==> src/rtl/serial_word_receiver_if.sv <==
// Serial link bundle for serial_word_receiver: serial line in, recovered words and status out.
// master = link driver / consumer side, slave = receiver.
interface serial_word_receiver_if #(
    parameter int WORD_W = 4
);
    logic              S_in;
    logic [WORD_W-1:0] A_out;
    logic [WORD_W-1:0] B_out;
    logic [WORD_W-1:0] C_out;
    logic [WORD_W-1:0] D_out;
    logic              done;
    logic              busy;
    logic              frame_err;

    modport master (
        output S_in,
        input  A_out, B_out, C_out, D_out, done, busy, frame_err
    );

    modport slave (
        input  S_in,
        output A_out, B_out, C_out, D_out, done, busy, frame_err
    );
endinterface

==> src/rtl/serial_word_receiver.sv <==
// Serial-to-parallel frame receiver: start 0, N_WORDS*WORD_W data bits LSB first, stop 1.
// Define SERIAL_RX_PARITY_EN to expect an even-parity bit between the data bits and the stop bit.
module serial_word_receiver #(
    parameter int WORD_W  = 4,
    parameter int N_WORDS = 4
) (
    input logic                  clock,
    input logic                  clr,
    serial_word_receiver_if.slave bus
);
    localparam int FRAME_BITS = WORD_W * N_WORDS;

    typedef enum logic [2:0] {
        IDLE,
        DATA,
`ifdef SERIAL_RX_PARITY_EN
        PAR,
`endif
        STOP,
        WAIT_IDLE
    } state_t;

    state_t                  state;
    logic [FRAME_BITS-1:0]   shift_reg;
    logic [4:0]              bit_cnt;
`ifdef SERIAL_RX_PARITY_EN
    logic                    parity_ok;
`endif

    always_ff @(posedge clock) begin
        if (clr) begin
            state         <= IDLE;
            shift_reg     <= '0;
            bit_cnt       <= '0;
`ifdef SERIAL_RX_PARITY_EN
            parity_ok     <= 1'b0;
`endif
            bus.A_out     <= '0;
            bus.B_out     <= '0;
            bus.C_out     <= '0;
            bus.D_out     <= '0;
            bus.done      <= 1'b0;
            bus.busy      <= 1'b0;
            bus.frame_err <= 1'b0;
        end else begin
            bus.done      <= 1'b0;
            bus.frame_err <= 1'b0;
            case (state)
                IDLE: begin
                    if (!bus.S_in) begin
                        state    <= DATA;
                        bit_cnt  <= '0;
                        bus.busy <= 1'b1;
                    end
                end
                DATA: begin
                    // Shift right so the first received bit ends up at bit 0 (word A, LSB).
                    shift_reg <= {bus.S_in, shift_reg[FRAME_BITS-1:1]};
                    bit_cnt   <= bit_cnt + 5'd1;
                    if (bit_cnt == 5'(FRAME_BITS - 1)) begin
`ifdef SERIAL_RX_PARITY_EN
                        state <= PAR;
`else
                        state <= STOP;
`endif
                    end
                end
`ifdef SERIAL_RX_PARITY_EN
                PAR: begin
                    parity_ok <= ~(^{shift_reg, bus.S_in});
                    state     <= STOP;
                end
`endif
                STOP: begin
                    if (!bus.S_in) begin
                        // Line still low: hold off start detection until it returns high.
                        bus.frame_err <= 1'b1;
                        state         <= WAIT_IDLE;
                    end
`ifdef SERIAL_RX_PARITY_EN
                    else if (!parity_ok) begin
                        bus.frame_err <= 1'b1;
                        bus.busy      <= 1'b0;
                        state         <= IDLE;
                    end
`endif
                    else begin
                        bus.A_out <= shift_reg[0*WORD_W +: WORD_W];
                        bus.B_out <= shift_reg[1*WORD_W +: WORD_W];
                        bus.C_out <= shift_reg[2*WORD_W +: WORD_W];
                        bus.D_out <= shift_reg[3*WORD_W +: WORD_W];
                        bus.done  <= 1'b1;
                        bus.busy  <= 1'b0;
                        state     <= IDLE;
                    end
                end
                WAIT_IDLE: begin
                    if (bus.S_in) begin
                        bus.busy <= 1'b0;
                        state    <= IDLE;
                    end
                end
                default: begin
                    bus.busy <= 1'b0;
                    state    <= IDLE;
                end
            endcase
        end
    end
endmodule

==> src/flat_wrapper.sv <==
// flat-port wrapper written by rule: the top's interface ports become plain ports
module serial_word_receiver_flat 
#(
    parameter int WORD_W  = 4,
    parameter int N_WORDS = 4
)
  (clock, clr, bus_S_in, bus_A_out, bus_B_out, bus_C_out, bus_D_out, bus_done, bus_busy, bus_frame_err);
  serial_word_receiver_if #(.WORD_W(WORD_W)) bus_i ();
  input logic clock;
  input logic clr;
  input wire logic [$bits(bus_i.S_in)-1:0] bus_S_in;
  output wire logic [$bits(bus_i.A_out)-1:0] bus_A_out;
  output wire logic [$bits(bus_i.B_out)-1:0] bus_B_out;
  output wire logic [$bits(bus_i.C_out)-1:0] bus_C_out;
  output wire logic [$bits(bus_i.D_out)-1:0] bus_D_out;
  output wire logic [$bits(bus_i.done)-1:0] bus_done;
  output wire logic [$bits(bus_i.busy)-1:0] bus_busy;
  output wire logic [$bits(bus_i.frame_err)-1:0] bus_frame_err;
  assign bus_i.S_in = bus_S_in;
  assign bus_A_out = bus_i.A_out;
  assign bus_B_out = bus_i.B_out;
  assign bus_C_out = bus_i.C_out;
  assign bus_D_out = bus_i.D_out;
  assign bus_done = bus_i.done;
  assign bus_busy = bus_i.busy;
  assign bus_frame_err = bus_i.frame_err;
  serial_word_receiver #(.WORD_W(WORD_W), .N_WORDS(N_WORDS)) u_core (.clock(clock), .clr(clr), .bus(bus_i));
endmodule
==> config.mk <==
export PLATFORM = sky130hd
export DESIGN_NAME = serial_word_receiver_flat
export DESIGN_NICKNAME = d
export VERILOG_FILES = /design/src/rtl/serial_word_receiver_if.sv /design/src/rtl/serial_word_receiver.sv /design/src/flat_wrapper.sv
export SDC_FILE = /design/constraint.sdc
export NUM_CORES = 1
export LEC_CHECK = 0
export CAP_MARGIN = 0
export CELL_PAD_IN_SITES_DETAIL_PLACEMENT = 1
export CELL_PAD_IN_SITES_GLOBAL_PLACEMENT = 2
export CORE_UTILIZATION = 33
export CTS_CLUSTER_SIZE = 8
export DETAILED_ROUTE_END_ITERATION = 8
export PLACE_DENSITY_LB_ADDON = 0.1
export SYNTH_ARGS = -nofsm -noshare
export SYNTH_HDL_FRONTEND = slang
export SYNTH_SLANG_ARGS = --single-unit
export TNS_END_PERCENT = 20
==> constraint.sdc <==
create_clock -name clock -period 2.2 [get_ports clock]
set_input_delay 0.44 -clock clock [delete_from_list [all_inputs] [get_ports clock]]
set_output_delay 0.44 -clock clock [all_outputs]
set_load 0.01 [all_outputs]
Word-level counts from Yosys, hierarchy flattened --
Cells that the tools add are included.
Storage, ports and cells: flip-flop bits (word level) 43, input port bits 3, output and inout port bits 19, word-level logic and storage cells 41
Cells by class: add/subtract/negate cells 1, equal/unequal tests 8, mux-type cells 12, bitwise logic cells 2, reduce and logical (&&, ||, !) cells 8
Operators by type and width (count):
- case mux 3 bit (4 select lines) | 1
- case mux 5 bit (2 select lines) | 1
- 2-to-1 mux 3 bit | 3
- equality test 3 x 2 -> 1 bit (second input constant) | 2
- AND reduction 3 bit | 2
- adder 5 x 1 -> 5 bit (second input constant) | 1
- equality test 5 x 4 -> 1 bit (second input constant) | 1
- 2-to-1 mux 5 bit | 1
- 2-to-1 mux 1 bit | 4
- != test 2 x 1 -> 1 bit (second input constant) | 2
- != test 2 bit (second input constant) | 2
- AND reduction 2 bit | 2
- OR reduction 2 bit | 2
- equality test 3 x 1 -> 1 bit (second input constant) | 1
- logical NOT 3 bit | 1
- case mux 1 bit (3 select lines) | 1
- 2-to-1 mux 2 bit | 1
- NOT 1 bit | 2
- nonzero test 2 bit | 1

Longest topological paths before layout --
Gate-level depths: netlist of run 1.
depth after elaboration 4, gate-level depth with buffers 6, mapped depth without buffers 5

Least setup slack after synthesis of run 1 --
Ideal clock, no wire load.
path kind input to register, start input port bus_S_in, end register u_core.bus.A_out[0], library setup time 132 ps, data arrival time 1141 ps, slack 927 ps, cell stages on the path 6, cells stage by stage buf_2 -> and3b_1 -> buf_4 -> buf_4 -> nand2_1 -> a21oi_1
Between the ends: word-level cells in the longest chain between the ends 1
RTL lines:
- start: declaration | RTL line flat_wrapper.sv:11 | input wire logic [$bits(bus_i.S_in)-1:0] bus_S_in;
- AND reduction 2 bit (no source line)
- end signal: assignment | RTL line serial_word_receiver.sv:88 | bus.A_out <= shift_reg[0*WORD_W +: WORD_W];
- end: declaration | RTL line serial_word_receiver_if.sv:22 | output A_out, B_out, C_out, D_out, done, busy, frame_err
No other way between the ends. A chain may end at the register's enable or synchronous reset.

Worst setup path after layout of run 1 --
start register u_core.bus.C_out[0], end output port bus_C_out[0]
RTL lines:
- start: declaration | RTL line serial_word_receiver_if.sv:22
- start signal: assignment | RTL line serial_word_receiver.sv:90 | bus.C_out <= shift_reg[2*WORD_W +: WORD_W];
- end: declaration | RTL line flat_wrapper.sv:14 | output wire logic [$bits(bus_i.C_out)-1:0] bus_C_out;
No word-level cell between the ends.

==> qor.yml, run 1 <==
status: "finished, violations left"
violations: "DRC"
yosys_warnings: 0
wl_per_cell_um: 13.56
period_share: 0.7386
nFillCells: 536
cts-resized-gates: 0
post-route-min-period_ps: 1625
min-delay-start: "u_core.bus.A_out[0]$_SDFFE_PP0P_"
crit_chain: "clkdlybuf4s50_1"
synth_edf_count: 0
vias: 1306
io_buffers: 21
die_h_um: 70.96
p_per_area_nw_per_um2: 713.3
path_buf_inv: 1
gp_congestion: 0.6801
cp_top_family: "buffers and inverters"
start_kind: "flop"
htree_levels: 2
crit_start: "u_core.bus.C_out[0]$_SDFFE_PP0P_"
coreArea_um2: 4474
grt_max_degree: 30
register_area_um2: 840.8
crit_type: "reg -> out"
rsz0062_at_grt: "false"
synth_top_area_frac: 0.5359
start_util: 0.3507
syn2layout_area_growth_pct: 20.26
tns_ps: 0
ys_seq_area_frac: 0.5359
tightest_slew_ps: 431.1
critPathArrivalTime_ps: 1180
first_global_vias: 1327
synth-seq-cells: 42
netlist_area_um2: 1569
drt.antenna.violating_nets: 0
p_total_uw: 1346
r2r-start: "u_core.state[1]$_SDFFE_PP0P_"
hold_class: "reg -> reg"
clk_latency_ps: 290
cts_tree: "built"
syn_avg_cell_area_um2: 8.172
routed_via_density: 4.947
hold_path_depth: 2
final_max_slew_viol_count: 0
syn_inst: 192
final_nets: 216
cts_buffer_depth: 2
largest_reg_flops: 16
place_hpwl_mm: 2.445
dieArea_um2: 5035
synth_nets: 197
ys_types: 23
cap_violations: 0
clk_pin_slew_ps: 80
peakVddDrop_mv: 0.3429
antenna_cells: 0
slowest_delay_ps: 550
clock_sinks: 42
leakage_uw: 0.0006299
numCtsBuffers: 5
route.detailed.drc: 1
synth_area_leaders: "dfxtp_1 (54%), nand2_1 (17%), a21oi_1 (12%)"
track_usage: 0.1557
crit_fanout: 2
max_freq_mhz: 615.4
die_w_um: 70.96
cp-end-kind: "primary output"
num_io_pins: 22
setup_viol: 0
drive_gt1_frac: 0.06604
path_depth: 1
firstDrtPassIters: 6
fp-row-count: 24
cts_setup_buffers: 0
routed_wl_mm: 3.579
grt-ovfl-total: 0
finalHoldViolations: 0
ys.flop_type: "dfxtp_1"
grt_pass1_wl_mm: 6.051
yosysMostFrequentCell: "nand2_1"
r2r_cells: 4
cts_hold_buf: 0
crit_required_ps: 1760
fin_skew_ps: 8.814
slowest_stage: "clkdlybuf4s50_1"
synthArstFlopShare: 0
slew_headroom: 0.7122
multi_input_area_um2: 630.6
root_buffer: "clkbuf_8"
yosys.area.top_type: "dfxtp_1"
drt_iter0_drc: 61
ys_top_cells_by_count: "nand2_1 (70), dfxtp_1 (42), a21oi_1 (37)"
antenna_found_initial: 0
## kinds of logic after synthesis
kind of cell / count (synthesis) / share of synthesized area
buffers and inverters: 16 / 0.06220
adder cells (fa/ha/maj): 2 / 0.01595
flip-flops: 42 / 0.5359
AO/OA/AOI/OAI: 44 / 0.1459
AND/OR/NAND/NOR: 88 / 0.2400
## power by group
part | switching [uW] | internal [uW] | total [uW]
combinational | 42.6 | 20.7 | 63.3
clock | 258 | 253 | 511
sequential | 4.59 | 767 | 771
## layout make-up
| class | instances | share of cell area |
|---|---|---|
| timing repair buffer | 27 | 0.1353 |
| clock buffer | 7 | 0.04576 |
| tap | 52 | 0.03448 |
| multi-input combinational | 134 | 0.3342 |
| clock inverter | 1 | 0.002653 |
| inverter | 1 | 0.001989 |
| sequential | 42 | 0.4456 |
## stage by stage
| stage | setup slack, ps | instance area [um2] | hold slack [ps] | instances | util |
|---|---|---|---|---|---|
| 2_1_floorplan | 926.6 | 1569 | 432.1 | 192 | - |
| 3_5_place_dp | 385.5 | 1795 | 451.6 | 256 | 0.4013 |
| 5_1_grt | 516.5 | 1887 | 480.6 | 264 | 0.4217 |
| 4_1_cts | 555.6 | 1887 | 463.1 | 264 | 0.4217 |
| 6_report | 575.1 | 1887 | 456.9 | 264 | 0.4217 |
| 3_3_place_gp | 439.8 | 1795 | 439.2 | 256 | 0.4013 |
## worst paths after layout
kind,slack [ps],endpoint
min,460,u_core.bus.A_out[0]$_SDFFE_PP0P_
min reg2reg,460,u_core.bus.A_out[0]$_SDFFE_PP0P_
max,580,bus_C_out[0]
max reg2reg,740,u_core.shift_reg[3]$_SDFFE_PP0P_
## metal layers
metal / vias up / track usage / share of wire
met5: - / 0 / 0
met2: 21 / 0.2682 / 0.48
met3: 6 / 0.04843 / 0.037
met4: 0 / 0.06000 / 0.016
met1: 620 / 0.1811 / 0.47
li1: 659 / - / -
## cells in the final DEF, fill, tap and decap left out
master and count:
a211oi_1 1, a21oi_1 37, a31oi_1 1, and2b_1 2, and3_1 1, and3b_1 2, buf_4 6, clkbuf_1 1
clkbuf_8 6, clkdlybuf4s50_1 21, clkinv_2 1, dfxtp_1 42, ha_1 2, inv_1 1, nand2_1 70, nand2b_1 2
nand2b_4 1, nand3_1 2, nand3b_1 1, nor2_1 4, nor3_1 2, o21ai_0 4, o32a_1 1, or3_1 1
## worst register-to-register path, stage by stage (launching register included)
cell and delay (ps):
dfxtp_1 590, and2b_1 360, buf_4 240, nand2_1 90, a21oi_1 60
No activity file was read; power rests on OpenSTA's default activity.
==> run 2: changes to the inputs <==
--- a/config.mk
+++ b/config.mk
@@ -8,7 +8,7 @@
 export CAP_MARGIN = 0
 export CELL_PAD_IN_SITES_DETAIL_PLACEMENT = 1
 export CELL_PAD_IN_SITES_GLOBAL_PLACEMENT = 2
-export CORE_UTILIZATION = 33
+export CORE_UTILIZATION = 31
 export CTS_CLUSTER_SIZE = 8
 export DETAILED_ROUTE_END_ITERATION = 8
 export PLACE_DENSITY_LB_ADDON = 0.1
==> constraint.sdc (replaced) <==
create_clock -name clock -period 1.7 [get_ports clock]
set_input_delay 0.34 -clock clock [delete_from_list [all_inputs] [get_ports clock]]
set_output_delay 0.34 -clock clock [all_outputs]
set_load 0.01 [all_outputs]
==> qor.yml, run 2 (synthesized netlist as in run 1, its figures left out) <==
status: "completed"  # was finished, violations left
max_freq_mhz: 649.7
cp-end-kind: "primary output"  # unchanged
grt_pass1_wl_mm: 6.058  # was 6.051 mm
hold_ws_ps: 454.7  # was 456.9 ps
crit_type: "reg -> out"  # unchanged
coreArea_um2: 4786  # was 4474 um2
io_buffers: 21  # unchanged
start_util: 0.3278  # was 0.3507
min-delay-start: "u_core.bus.A_out[2]$_SDFFE_PP0P_"  # was u_core.bus.A_out[0]$_SDFFE_PP0P_
dieArea_um2: 5349  # was 5035 um2
path_depth: 1  # unchanged
crit_required_ps: 1360  # was 1760 ps
grt_max_degree: 43  # was 30
fp-row-count: 25  # was 24
r2r-start: "u_core.bit_cnt[0]$_SDFFE_PP0P_"  # was u_core.state[1]$_SDFFE_PP0P_
final_max_slew_viol_count: 0  # unchanged
min_to: "u_core.bus.A_out[2]$_SDFFE_PP0P_"  # was u_core.bus.A_out[0]$_SDFFE_PP0P_
numCtsBuffers: 5  # unchanged
gp_congestion: 0.7366  # was 0.6801
clock_sinks: 42  # unchanged
routed_via_density: 4.693  # was 4.947
slowest_stage: "clkdlybuf4s50_1"  # unchanged
path_buf_inv: 1  # unchanged
leakage_uw: 0.0006445  # was 0.0006299 uW
clockPowerShare: 0.418  # was 0.380
p_int_uw: 1460  # was 1040 uW
p_seq_frac: 0.539  # was 0.573
grt-ovfl-total: 0  # unchanged
slew_headroom: 0.7409  # was 0.7122
cap_violations: 0  # unchanged
firstDrtPassIters: 4  # was 6
tightest_slew_ps: 388.2  # was 431.1 ps
vias: 1314  # was 1,306
fin_skew_ps: 3.556  # was 8.814 ps
largest_reg_flops: 16  # unchanged
drive_gt1_frac: 0.07042  # was 0.06604
syn2layout_area_growth_pct: 24.72  # was 20.26%
tns_ps: 0  # unchanged
wl_per_cell_um: 12.38  # was 13.56 um
period_share: 0.9054
final_common_cell: "nand2_1"  # unchanged
drt.antenna.violating_nets: 0  # unchanged
route.detailed.drc: 0  # was 1
htree_levels: 2  # unchanged
final_nets: 217  # was 216
setup_viol: 0  # unchanged
antenna_cells: 0  # unchanged
root_buffer: "clkbuf_8"  # unchanged
crit_chain: "clkdlybuf4s50_1"  # unchanged
cts_buffer_depth: 2  # unchanged
die_h_um: 73.14  # was 70.96 um
place_area_um2: 1847  # was 1795 um2
cp_top_family: "buffers and inverters"  # unchanged
clk_latency_ps: 290  # about the same
finalHoldViolations: 0  # unchanged
antenna_found_initial: 0  # unchanged
cts-resized-gates: 0  # unchanged
place_hpwl_mm: 2.276  # was 2.445 mm
cts_hold_buf: 0  # unchanged
r2r_cells: 5  # was 4
drt_iter0_drc: 71  # was 61
critPathArrivalTime_ps: 1200  # was 1180 ps
hold_class: "reg -> reg"  # unchanged
comb_power_share: 0.044  # was 0.047
cts_setup_buffers: 0  # unchanged
final_core_util: 0.4089  # was 0.4217
p_per_area_nw_per_um2: 949.6  # was 713.3 nW/um2
sw_frac_of_total: 0.2144  # was 0.2269
routed_wl_mm: 3.466  # was 3.579 mm
post-route-min-period_ps: 1539
nFillCells: 573  # was 536
p_switching_uw: 398.5  # was 305.3 uW
start_kind: "flop"  # unchanged
cts_tree: "built"  # unchanged
p_total_uw: 1858  # was 1346 uW
die_w_um: 73.14  # was 70.96 um
slowest_delay_ps: 550  # about the same
clk_pin_slew_ps: 80  # about the same
layout_common_cells: "nand2_1 (70), dfxtp_1 (42), a21oi_1 (37)"  # unchanged
rsz0062_at_grt: "false"  # unchanged
hold_path_depth: 2  # unchanged
r2r_end: "u_core.bit_cnt[4]$_SDFFE_PP0P_"  # was u_core.shift_reg[3]$_SDFFE_PP0P_
rrSetupSlack_ps: 330  # was 740 ps
track_usage: 0.1504  # was 0.1557
peakVddDrop_mv: 0.4524  # was 0.3429 mV
crit_fanout: 2  # unchanged
final_cell_area_um2: 1957  # was 1887 um2
num_io_pins: 22  # unchanged
first_global_vias: 1303  # was 1,327
-- run 2: stage by stage --
stage,cells,setup WS [ps]
2_1_floorplan,192,436.9
3_3_place_gp,272,198.5
3_5_place_dp,272,152.6
4_1_cts,280,133.7
5_1_grt,280,108.2
6_report,280,160.8
-- run 2: layer usage --
layer	GRT usage	vias up	wire length (um)
met3	0.04282	6	106
met4	0.05882	0	57
met2	0.2521	22	1671
met5	0	-	0
li1	-	660	-
met1	0.1813	626	1631
-- run 2: worst max path at each step --
stage,startpoint,slack (ps),to
after floorplan,u_core.bit_cnt[0]$_SDFFE_PP0P_,440,u_core.bit_cnt[4]$_SDFFE_PP0P_
after global placement,bus_S_in,200,u_core.bus.C_out[0]$_SDFFE_PP0P_
after detailed placement,bus_S_in,150,u_core.bus.B_out[1]$_SDFFE_PP0P_
after CTS,u_core.bus.B_out[3]$_SDFFE_PP0P_,130,bus_B_out[3]
after global routing,u_core.bus.B_out[3]$_SDFFE_PP0P_,110,bus_B_out[3]
final,u_core.bus.B_out[3]$_SDFFE_PP0P_,160,bus_B_out[3]
-- run 2: layout make-up --
class | instances | area, um2 | share of cell area
Clock buffer | 6 | 72.57 | 0.03708
Clock inverter | 2 | 37.54 | 0.01918
Inverter | 1 | 3.754 | 0.001918
Multi-Input combinational cell | 134 | 630.6 | 0.3223
Sequential cell | 42 | 840.8 | 0.4297
Tap cell | 67 | 83.83 | 0.04284
Timing Repair Buffer | 28 | 287.8 | 0.1471
-- run 2: power by group through the flow --
| stage | clock (uW) | sequential [uW] | combinational, uW |
|---|---|---|---|
| after floorplan | 0 | 1020 | 62.1 |
| after global placement | 0 | 1020 | 81.9 |
| after detailed placement | 0 | 1020 | 83.7 |
| after CTS | 812 | 1000 | 83.7 |
| after global routing | 835 | 1000 | 91.6 |
| final | 776 | 1000 | 81.5 |
